### src/rtl/keypad_scan.sv
// keypad_scan: 4x4 matrix keypad scanner with frame-based debounce.
// Rows are driven active-low one at a time. Columns are sampled on the last
// cycle of each row dwell. Every full frame is classified and fed to a
// press/release qualification FSM.
// Optional build macro: KEY_REPEAT_EN enables auto-repeat of key_valid while
// a key is held. The first repeat comes 500 cycles after acceptance, then one
// every 100 cycles.
//
// state    | meaning
// ---------+-----------------------------------------------------------
// IDLE     | no key accepted, waiting for a single-key frame
// DEBOUNCE | candidate seen, counting identical single-key frames
// PRESSED  | key accepted, key_held high, other keys ignored
// RELEASE  | candidate absent, counting clear frames before dropping key_held

module keypad_scan #(
   parameter int SCAN_MS    = 5,
   parameter int DEB_FRAMES = 4
) (
   input  logic       clk_1Khz,
   input  logic       rst,
   input  logic [3:0] key_col,
   output logic [3:0] key_row,
   output logic [3:0] key_code,
   output logic       key_valid,
   output logic       key_held
);

   localparam logic [1:0] ST_IDLE     = 2'd0;
   localparam logic [1:0] ST_DEBOUNCE = 2'd1;
   localparam logic [1:0] ST_PRESSED  = 2'd2;
   localparam logic [1:0] ST_RELEASE  = 2'd3;

   localparam logic [7:0] DWELL_LAST = 8'(SCAN_MS - 1);
   localparam logic [3:0] DEB_TARGET = 4'(DEB_FRAMES);
   localparam logic       DEB_ONE    = (DEB_FRAMES == 1);

   logic [1:0]  state;
   logic [1:0]  row;
   logic [7:0]  dwell;
   logic [3:0]  cnt;
   logic [3:0]  cand;
   logic [15:0] snap;

   logic        row_last;
   logic        frame_eval;
   logic [15:0] frame;
   logic [4:0]  nbits;
   logic [3:0]  frame_code;
   logic        frame_single;
   logic        cand_hit;
   logic        cand_lost;
   logic [3:0]  cnt_inc;
   logic        rpt_fire;

   assign key_row    = ~(4'b0001 << row);
   assign row_last   = (dwell == DWELL_LAST);
   assign frame_eval = row_last && (row == 2'd3);

   // Row 3 is evaluated on the same edge it is sampled, so splice the live
   // column returns into the snapshot to form the complete frame.
   assign frame     = {~key_col, snap[11:0]};
   assign cand_hit  = frame[cand];
   assign cand_lost = frame_eval && !cand_hit;
   assign cnt_inc   = cnt + 4'd1;
   assign key_held  = (state == ST_PRESSED) || (state == ST_RELEASE);

   // Count closed keys in the frame and remember the index of the last one seen.
   always_comb begin
      nbits      = 5'd0;
      frame_code = 4'd0;
      for (int i = 0; i < 16; i++) begin
         if (frame[i]) begin
            nbits      = nbits + 5'd1;
            frame_code = 4'(i);
         end
      end
      frame_single = (nbits == 5'd1);
   end

   // Row stepping and settled column sampling into the frame snapshot.
   always_ff @(posedge clk_1Khz) begin
      if (rst) begin
         row   <= 2'd0;
         dwell <= 8'd0;
         snap  <= 16'd0;
      end else if (row_last) begin
         dwell                   <= 8'd0;
         row                     <= row + 2'd1;
         snap[{row, 2'b00} +: 4] <= ~key_col;
      end else begin
         dwell <= dwell + 8'd1;
      end
   end

`ifdef KEY_REPEAT_EN
   localparam logic [8:0] REP_FIRST = 9'd499;
   localparam logic [8:0] REP_NEXT  = 9'd99;

   logic [8:0] rpt;

   // Repeat down-counter. It runs only in PRESSED and is preloaded everywhere
   // else, so re-entry from RELEASE restarts the full first-repeat delay.
   always_ff @(posedge clk_1Khz) begin
      if (rst) begin
         rpt <= REP_FIRST;
      end else if (state != ST_PRESSED) begin
         rpt <= REP_FIRST;
      end else if (rpt == 9'd0) begin
         rpt <= REP_NEXT;
      end else begin
         rpt <= rpt - 9'd1;
      end
   end

   assign rpt_fire = (rpt == 9'd0);
`else
   assign rpt_fire = 1'b0;
`endif

   // Press/release qualification; key_valid is a registered one-cycle pulse.
   always_ff @(posedge clk_1Khz) begin
      if (rst) begin
         state     <= ST_IDLE;
         cnt       <= 4'd0;
         cand      <= 4'd0;
         key_code  <= 4'd0;
         key_valid <= 1'b0;
      end else begin
         key_valid <= 1'b0;
         case (state)
            ST_IDLE: begin
               if (frame_eval && frame_single) begin
                  cand <= frame_code;
                  cnt  <= 4'd1;
                  if (DEB_ONE) begin
                     state     <= ST_PRESSED;
                     key_code  <= frame_code;
                     key_valid <= 1'b1;
                  end else begin
                     state <= ST_DEBOUNCE;
                  end
               end
            end
            ST_DEBOUNCE: begin
               if (frame_eval) begin
                  if (frame_single && (frame_code == cand)) begin
                     cnt <= cnt_inc;
                     if (cnt_inc >= DEB_TARGET) begin
                        state     <= ST_PRESSED;
                        key_code  <= cand;
                        key_valid <= 1'b1;
                     end
                  end else begin
                     state <= ST_IDLE;
                     cnt   <= 4'd0;
                  end
               end
            end
            ST_PRESSED: begin
               if (cand_lost) begin
                  if (DEB_ONE) begin
                     state <= ST_IDLE;
                     cnt   <= 4'd0;
                  end else begin
                     state <= ST_RELEASE;
                     cnt   <= 4'd1;
                  end
               end else if (rpt_fire) begin
                  key_valid <= 1'b1;
               end
            end
            default: begin
               if (frame_eval) begin
                  if (!cand_hit) begin
                     cnt <= cnt_inc;
                     if (cnt_inc >= DEB_TARGET) begin
                        state <= ST_IDLE;
                        cnt   <= 4'd0;
                     end
                  end else begin
                     state <= ST_PRESSED;
                     cnt   <= 4'd0;
                  end
               end
            end
         endcase
      end
   end

endmodule

### config.mk
export PLATFORM = sky130hd
export DESIGN_NAME = keypad_scan
export DESIGN_NICKNAME = d
export VERILOG_FILES = /design/src/rtl/keypad_scan.sv
export SDC_FILE = /design/constraint.sdc
export NUM_CORES = 1
export LEC_CHECK = 0
export ABC_AREA = 1
export ABC_CLOCK_PERIOD_IN_PS = 13400
export BUFFER_PORTS_ARGS = -buffer_cell sky130_fd_sc_hd__buf_2
export CAP_MARGIN = 15
export CELL_PAD_IN_SITES_DETAIL_PLACEMENT = 1
export CELL_PAD_IN_SITES_GLOBAL_PLACEMENT = 2
export CORE_ASPECT_RATIO = 0.6
export CORE_MARGIN = 1.5
export CORE_UTILIZATION = 37
export DETAILED_ROUTE_END_ITERATION = 10
export GPL_TIMING_DRIVEN = 1
export HOLD_SLACK_MARGIN = 0.02
export PLACE_DENSITY_LB_ADDON = 0.08
export SYNTH_ARGS = -nofsm -noshare
export SYNTH_HDL_FRONTEND = slang
export SYNTH_SLANG_ARGS = --single-unit
### constraint.sdc
create_clock -name clk_1Khz -period 13.4 [get_ports clk_1Khz]
set_clock_uncertainty 0.1 [all_clocks]
set_input_delay 0 -clock clk_1Khz [delete_from_list [all_inputs] [get_ports clk_1Khz]]
set_output_delay 0 -clock clk_1Khz [all_outputs]
set_load 0.005 [all_outputs]
==> results of run 1 <==
[cell usage in the layout (no fill, tap or decap), types with 19 or more instances in the layout]
cell     synthesis  layout
dfxtp_1         37      37
nand3_1         49      49
nand2_2         53      53
inv_1          115     115
nand2_1        120     120
nand3_2         19      19
a21oi_1         42      42
ha_1            23      23
nor2_1          44      44
o21ai_0         33      33
[synth_stat cells (6+ instances only)]
library cell	n	share of area [%]
inv_2	6	0.60
nor2_1	44	4.4
nand2_2	53	8.9
nand3_1	49	6.6
a21oi_1	42	5.6
o21ai_0	33	4.4
inv_1	115	12
ha_1	23	7.7
clkbuf_1	6	0.60
nand3_2	19	5.1
dfxtp_1	37	20
a211oi_1	7	1.4
nand2_1	120	12
[final timing paths]
path / start / end / slack [ps] / cells past startpoint
worst max-delay path: snap[1] / state[1] / 4850 / 53
worst min-delay path: key_col[3] / cand[0] / 120 / 4
worst max register to register: snap[1] / state[1] / 4850 / 53
worst min register to register: key_code[0] / key_code[0] / 340 / 2
[logic make-up (layout without fill, tap and decap cells)]
group / count (synthesis) / count (layout) / synth area share [%]
AO/OA/AOI/OAI: 94 / 94 / 14.3
XOR/XNOR: 7 / 7 / 1.64
adder cells (fa/ha/maj): 23 / 23 / 7.71
buffers and inverters: 128 / 145 / 13.1
flip-flops: 37 / 37 / 19.8
AND/OR/NAND/NOR: 314 / 314 / 43.4
[metrics by stage]
step | instances | area [µm²] | utilization [%] | total power (µW) | hold slack [ps]
detailed placement | 746 | 3940 | 40.0 | 182 | 273
finish | 755 | 4090 | 41.6 | 295 | 123
floorplan | 603 | 3730 | - | 166 | 177
CTS | 755 | 4090 | 41.6 | 299 | 115
global placement | 746 | 3940 | 40.0 | 179 | 250
global route | 755 | 4090 | 41.6 | 313 | 167
[power by group through the flow]
stage | logic, µW | registers (µW) | clock network [µW]
floorplan | 50.7 | 116 | 0
global placement | 62.5 | 116 | 0
detailed placement | 65.4 | 116 | 0
CTS | 66.0 | 114 | 119
global route | 75.3 | 114 | 124
finish | 64.9 | 114 | 117
[critical path, delay by kind of cell, from the launching register on]
kind | cells | cell delay [ps]
AO/OA/AOI/OAI | 1 | 60
buffers and inverters | 4 | 310
AND/OR/NAND/NOR | 34 | 3800
flip-flops | 1 | 350
adder cells (fa/ha/maj) | 14 | 3810
[layer usage]
metal | global-route usage (%) | routed length, µm | vias to the layer above
li1 | - | - | 1952
met1 | 28.1 | 5520 | 1716
met2 | 31.7 | 4110 | 18
met3 | 3.37 | 239 | 5
met4 | 2.97 | 36 | 0
met5 | 0 | 0 | -
[area by class of cell]
class / instances / share of cell area [%]
tap: 135 / 4.13
clock buffer: 6 / 3.15
clock inverter: 2 / 0.245
inverter: 121 / 11.1
timing repair buffer: 16 / 2.08
multi-input combinational: 438 / 61.2
sequential: 37 / 18.1
[sequential cells by signal, indices dropped and copies added, names as in the netlist]
| name | count |
|---|---|
| dwell | 8 |
| key_valid | 1 |
| row | 2 |
| state | 2 |
| snap | 12 |
| cnt | 4 |
| cand | 4 |
| key_code | 4 |
[timing repair]
item,in CTS,in global routing
hold buffers,1,0
setup endpoints to repair,0,0
endpoints found under the hold margin,9,0
==> reports/metrics.yaml, run 1 <==
cts:
  clockBufferDepth: 2
  clock_latency_ps: 290
  path_clk_slew_ps: 60
  cts_made_buffers: 5
  root_buffer: "clkbuf_16"
  cts_resized: 0
  htree_levels: 2
  cts_sinks: 37
  cts_tree: "yes"
  cts_setup_buffers: 0
route:
  ant_nets: 0
  routedWlPerCell_um: 13.1
  vias: 3691
  dr.pass1.iters: 4
  viasPerCell: 4.89
  first_iter_violations: 122
  route.detailed.drc: 0
  wirelength_mm: 9.91
finish:
  drive_gt1_share_pct: 18.2
  seqCellArea_um2: 741
  nFillCells: 1343
  n_antenna_cell: 0
  multi_input_area_um2: 2500
  area_delta_synth_final_pct: 9.62
  layout.nets: 648
grt:
  antenna_found_initial: 0
  grt_max_degree: 21
  gr-total-overflow: 0
  grt_first_pass_wirelength_mm: 17.3
  grt_pass1_vias: 3759
  grt_usage_pct: 19.6
placement:
  io_buffers: 15
  place_congestion: 0.803
  dpl.hpwl_mm: 8.28
  place_ws_ps: 4800
critical_path:
  start_kind: "register"
  crit_type: "reg2reg"
  slowest_stage: "dfxtp_1"
  crit_arrival_ps: 8620
  cp_common_cell: "nand2_1"
  worstPathRequired_ps: 13470
  path_max_fanout: 11
  critPathMaxStageDelay_ps: 350
  cp-end-kind: "register"
pwr:
  pwr_density_cell_nw_per_um2: 72.2
  p_int_uw: 203
  switching_share_pct: 31.4
  clkPwrFrac_pct: 39.5
  p_sw_uw: 92.8
  pwr-share-seq_pct: 38.5
  leakage_uw: 0.00215
  comb_power_share_pct: 22.0
  ir_worst_vdd_uv: 44.2
sta:
  hold_viol: 0
  period_needed_ps: 8550
  fin_ws_ps: 4850
  worst_pin_slew_ps: 648
  setup_tns_ps: 0
  rsz0062_at_grt: "no"
  slew_headroom_pct: 56.4
  period_share_pct: 63.8
  max_freq_mhz: 117
  setup_violations: 0
  timing.final.max_slew_violations: 0
yosys:
  yosys_warnings: 0
  synthFlopType: "dfxtp_1"
  synth_cell_types: 35
  syn_nets: 632
  avgSynthCellArea_um2: 6.19
  synth_seq_cells: 37
  synth_edf_count: 0
  async_reset_ff_share_pct: 0
  netlist_instances: 603
  syn_area_um2: 3730
  synth_seq_area_share_pct: 19.8
worst_hold_path:
  min_path_type: "in2reg"
floorplan:
  die-area_um2: 10700
  start_util_pct: 37.9
  row_count: 28
  chipHeight_um: 80.8
  core_area_um2: 9840
  die_x_um: 133
  ios: 16
job:
  cap_violations: 0
run_status:
  run_status: "finished clean"
Note: power is estimated with default switching activity, not from simulation.
==> run 2, diff against run 1 <==
Settings changed: ABC_CLOCK_PERIOD_IN_PS 13400 to 7600, CORE_UTILIZATION 37 to 31.
Clock period 13.4 ns to 7.6 ns, I/O delays scaled along.
==> run 2 against run 1 <==
  * Final cell count is 17% higher
  * Maximum frequency is 16% higher
  * Combinational power grew to 3.3 times the previous value
  * Design area is 40% higher
  * First-iteration DRC count is 11% lower
  * Clock-buffer cell count stayed put
  * Sequential share of layout area is 5.1 points lower
  * Total power is 130% higher
  * Non-clock buffer count is 103 higher
  * Wire length is 41% higher
==> reports/metrics.yaml, run 2 (same netlist as run 1, synthesis figures left out) <==
finish:
  reg_top3: "snap x12, dwell x8"
  largest_reg_flops: 12  # unchanged
  stdcell_area_um2: 5720  # +40%
  largest-register: "snap"
  layout.nets: 752  # +16%
  area_delta_synth_final_pct: 53.2
  utilization_pct: 49.6  # +8.0 points
  drive_gt1_share_pct: 45.4  # +27 points
  layout_commonest_cell: "inv_1"
  n_antenna_cell: 0  # unchanged
  nFillCells: 1453  # +8.2%
  final_cell_mix: "inv_1 (103), buf_4 (93), nand2_1 (71)"
sta:
  worst_pin_slew_ps: 682  # +34.2 ps
  hold_viol: 0  # unchanged
  rsz0062_at_grt: "yes"
  hold_ws_ps: 119  # -4.12 ps
  period_needed_ps: 7380  # -1180 ps
  slew_headroom_pct: 54.5  # -1.9 points
  period_share_pct: 97.1  # +33 points
  timing.final.max_slew_violations: 0  # unchanged
  setup_violations: 0  # unchanged
  max_freq_mhz: 136  # +16%
critical_path:
  cp_common_cell: "buf_4"
  start_kind: "register"
  slowest_stage: "dfxtp_2"
  cp-end-kind: "register"
  worst-r2r-cell-count: 64  # +21%
  cp_num_buf_inv: 34  # +30
  path_depth: 64  # +21%
  crit_type: "reg2reg"
  path_max_fanout: 8  # -3
  critPathMaxStageDelay_ps: 350  # about the same
  worstPathRequired_ps: 7660  # -5810 ps
  crit_arrival_ps: 7440  # -1180 ps
  critPathTopFamily: "buffers and inverters"
grt:
  antenna_found_initial: 0  # unchanged
  grt_pass1_vias: 4491  # +19%
  grt_max_degree: 21  # unchanged
  grt_first_pass_wirelength_mm: 22.2  # +28%
  grt_usage_pct: 22.5  # +2.8 points
  gr-total-overflow: 0  # unchanged
floorplan:
  start_util_pct: 32.4  # -5.5 points
  die_x_um: 145  # +9.0%
  core_area_um2: 11500  # +17%
  ios: 16  # unchanged
  chipHeight_um: 88.0  # +8.9%
  die-area_um2: 12700  # +19%
  row_count: 30  # +7.1%
route:
  met1_length_mm: 6.60  # +20%
  route.met3.wl_um: 337  # +41%
  top_layer: "met4"
  wirelength_mm: 14.0  # +41%
  routedWlPerCell_um: 15.8  # +21%
  viasPerCell: 4.86  # -0.55%
  route.detailed.drc: 0  # unchanged
  dr.pass1.iters: 4  # unchanged
  first_iter_violations: 108  # -11%
  vias: 4298  # +16%
  ant_nets: 0  # unchanged
  wl_met2_mm: 6.79  # +65%
worst_hold_path:
  min_path_type: "in2reg"
  min_path_cells: 4  # unchanged
placement:
  io_buffers: 15  # unchanged
  place_area_um2: 4150  # +5.2%
  dpl.hpwl_mm: 8.78  # +6.0%
  place_congestion: 0.778  # -3.1%
pwr:
  pwr_density_cell_nw_per_um2: 117  # +62%
  leakage_uw: 0.00294  # +36%
  ir_worst_vdd_uv: 118  # +170%
  power.total_uw: 669  # +130%
cts:
  root_buffer: "clkbuf_16"
  htree_levels: 2  # unchanged
  cts_made_buffers: 5  # unchanged
  clock_latency_ps: 290  # about the same
  cts_tree: "yes"
  path_clk_slew_ps: 60  # about the same
  cts_sinks: 37  # unchanged
  clockBufferDepth: 2  # unchanged
run_status:
  run_status: "finished clean"
job:
  cap_violations: 0  # unchanged
==> run 2: timing repair <==
item	in CTS	in global routing
hold buffers	2	0
hold endpoints to repair	8	0
gates resized for setup	50	128
endpoints found under the setup margin	15	15
gates cloned	0	1
setup buffers	90	6
pin swaps	47	76
==> run 2: report_power, final <==
group | internal (µW) | total [µW] | leakage [µW] | switching [µW]
Combinational | 96.3 | 213 | 0.00255 | 117
Clock | 164 | 254 | 0.0000831 | 90.2
Sequential | 197 | 201 | 0.000300 | 4.04
==> run 2: worst paths after layout <==
path / start / to / slack, ps
worst min register to register: dwell[0] / dwell[0] / 360
worst min-delay path: key_col[3] / cand[1] / 120
worst max-delay path: snap[1] / cand[1] / 220
worst max register to register: snap[1] / cand[1] / 220
==> run 2: per-stage QoR <==
step,TNS [ps],worst slack (ps),std cells
floorplan,0,13.7,603
global placement,-1210,-146,792
detailed placement,-4920,-430,792
CTS,-37.3,-31.3,890
global route,-1120,-125,884
finish,0,223,884
==> run 2: worst reg2reg max path: cells and delay by family, from the launching register on <==
| family | cells | cell delay (ps) |
|---|---|---|
| simple gates | 26 | 2170 |
| compound gates | 2 | 170 |
| fa+ha+maj | 2 | 510 |
| flops | 1 | 350 |
| buf+inv | 34 | 3960 |
==> run 2: routing by layer <==
layer  track usage, %  up-vias
li1                 -     2169
met1             28.7     2056
met2             39.6       52
met3             3.55       21
met4             6.06        0
met5                0        -
==> run 2: final cells by class <==
type	instances	area [µm²]	share of cell area [%]
multi-input combinational	439	3240	56.7
inverter	121	462	8.08
sequential	37	744	13.0
timing repair buffer	119	895	15.6
tap	160	200	3.50
clock inverter	2	37.5	0.657
clock buffer	6	139	2.43
==> run 3, diff against run 2 <==
Settings changed: ABC_CLOCK_PERIOD_IN_PS 7600 to 8750, CORE_UTILIZATION 31 to 37.
Clock period 7.6 ns to 8.75 ns, I/O delays scaled along.
==> run 3 against run 2 <==
  * Worst setup slack improved by 290 ps
  * Sequential power is 13% lower
  * Highest routed layer unchanged
  * Critical path type unchanged
  * Core utilization is 6.9 points lower
  * First-iteration DRC count stayed put
  * Largest power group unchanged
==> reports/metrics.yaml, run 3 (same netlist as run 1, synthesis figures left out) <==
critical_path:
  crit_arrival_ps: 8360  # +920 ps
  path_max_fanout: 6  # -2
  worstPathRequired_ps: 8870  # +1210 ps
  critPathMaxStageDelay_ps: 340  # about the same
  r2r-start: "snap[0]"
  cp-end-kind: "register"
  timing.rr.end: "cand[1]"
  r2r_slack_ps: 510  # +290 ps
  worst-r2r-cell-count: 52  # -19%
  start_kind: "register"
  slowest_stage: "dfxtp_1"
  crit_type: "reg2reg"
  cp_common_cell: "nand2_2"
sta:
  setup_tns_ps: 0  # unchanged
  setup_violations: 0  # unchanged
  period_needed_ps: 8240  # +863 ps
  hold_viol: 0  # unchanged
  timing.final.max_slew_violations: 0  # unchanged
  worst_pin_slew_ps: 657  # -25.3 ps
  max_freq_mhz: 121  # -10%
  period_share_pct: 94.2  # -2.9 points
  fin_ws_ps: 510  # +287 ps
  slew_headroom_pct: 55.8  # +1.3 points
route:
  dr.pass1.iters: 4  # unchanged
  vias: 3734  # -13%
  viasPerCell: 4.91  # +1.1%
  route.detailed.drc: 0  # unchanged
  first_iter_violations: 108  # unchanged
  ant_nets: 0  # unchanged
  wirelength_mm: 10.0  # -29%
  routedWlPerCell_um: 13.2  # -17%
pwr:
  ir_worst_vdd_uv: 66.7  # -43%
  pwr-share-seq_pct: 38.0  # +7.9 points
  comb_power_share_pct: 22.6  # -9.3 points
  pwr_density_cell_nw_per_um2: 109  # -6.8%
  p_sw_uw: 139  # -34%
  clkPwrFrac_pct: 39.4  # +1.4 points
  switching_share_pct: 30.4  # -1.2 points
  leakage_uw: 0.00219  # -25%
  p_int_uw: 319  # -30%
finish:
  area_delta_synth_final_pct: 12.7
  utilization_pct: 42.7  # -6.9 points
  reg_top3: "snap x12, dwell x8"
  final_cell_mix: "inv_1 (113), nand2_1 (111), nand2_2 (61)"
  layout.nets: 654  # -13%
  largest-register: "snap"
  layout_commonest_cell: "inv_1"
  largest_reg_flops: 12  # unchanged
  drive_gt1_share_pct: 21.1  # -24 points
  n_antenna_cell: 0  # unchanged
  instances_no_fill: 760  # -14%
placement:
  dpl.hpwl_mm: 8.24  # -6.2%
  io_buffers: 15  # unchanged
  place_ws_ps: 183  # +613 ps
  place_congestion: 0.803  # +3.2%
  dp.cells: 746  # -5.8%
grt:
  grt_usage_pct: 19.9  # -2.6 points
  antenna_found_initial: 0  # unchanged
  grt_max_degree: 21  # unchanged
  grt_pass1_vias: 3707  # -17%
  grt_first_pass_wirelength_mm: 17.5  # -21%
  gr-total-overflow: 0  # unchanged
worst_hold_path:
  min_path_type: "in2reg"
  min_path_cells: 4  # unchanged
  whs_endpoint: "cand[0]"
  worstHoldStart: "key_col[3]"
floorplan:
  die_x_um: 133  # -8.3%
  core_area_um2: 9840  # -15%
  row_count: 28  # -6.7%
  die-area_um2: 10700  # -16%
  start_util_pct: 37.9  # +5.5 points
  ios: 16  # unchanged
  chipHeight_um: 80.8  # -8.2%
cts:
  clock_latency_ps: 290  # about the same
  path_clk_slew_ps: 60  # about the same
  cts_sinks: 37  # unchanged
  root_buffer: "clkbuf_16"
  clockBufferDepth: 2  # unchanged
  cts_tree: "yes"
  htree_levels: 2  # unchanged
  cts_made_buffers: 5  # unchanged
job:
  cap_violations: 0  # unchanged
run_status:
  run_status: "finished clean"
run 3: cell count changes in the layout (fill, tap and decap cells not counted), moves of 13 or more:
cell	delta
ha_4	-13
nand3_1	+19
ha_1	+14
buf_4	-90
nand2_1	+40
nand2_4	-39
run 3: worst max path at each step:
| stage | from | to | depth (start not counted) |
|---|---|---|---|
| global route | snap[0] | state[1] | 53 |
| global placement | snap[1] | key_code[3] | 51 |
| floorplan | snap[1] | state[0] | 54 |
| finish | snap[0] | cand[1] | 52 |
| detailed placement | snap[1] | state[1] | 53 |
| CTS | snap[1] | state[1] | 53 |
run 3: per-stage QoR:
step                      total power (µW)  hold slack, ps  instance area (µm²)
after floorplan                        255             177                 3730
after global placement                 273             250                 3940
after detailed placement               279             271                 3940
after CTS                              463             116                 4100
after global routing                   488             180                 4210
final                                  459             109                 4210
run 3: layer usage:
metal  track usage (%)  up-vias  wire length, µm
met2              31.9       29             4150
met5                 0        -                0
met4              2.97        0               58
met3              3.37        7              187
li1                  -     1966                -
met1              28.7     1732             5610
run 3: critical path, delay by kind of cell, from the launching register on:
kind | cells | cell delay, ps
adder cells (fa/ha/maj) | 14 | 3790
AND/OR/NAND/NOR | 31 | 3200
buffers and inverters | 6 | 560
flip-flops | 1 | 340
AO/OA/AOI/OAI | 1 | 130
run 3: final cells by class:
cell class | count | area [µm²]
Clock buffer | 7 | 143
Fill cell | 1357 | 5640
Inverter | 121 | 454
Multi-Input combinational cell | 439 | 2570
Sequential cell | 37 | 742
Tap cell | 135 | 169
Timing Repair Buffer | 21 | 130
run 3: repair_timing:
action	4_1_cts	5_1_grt
hold buffers	1	0
buffers inserted	0	5
gates resized for setup	0	20
setup endpoints to repair	0	15
hold endpoints to repair	9	0
run 3: power by group through the flow:
stage	logic (µW)	clock network, µW	registers (µW)
after global placement	95.7	0	178
after CTS	102	188	174
final	104	181	174
after detailed placement	101	0	178
after global routing	120	193	175
after floorplan	77.6	0	177
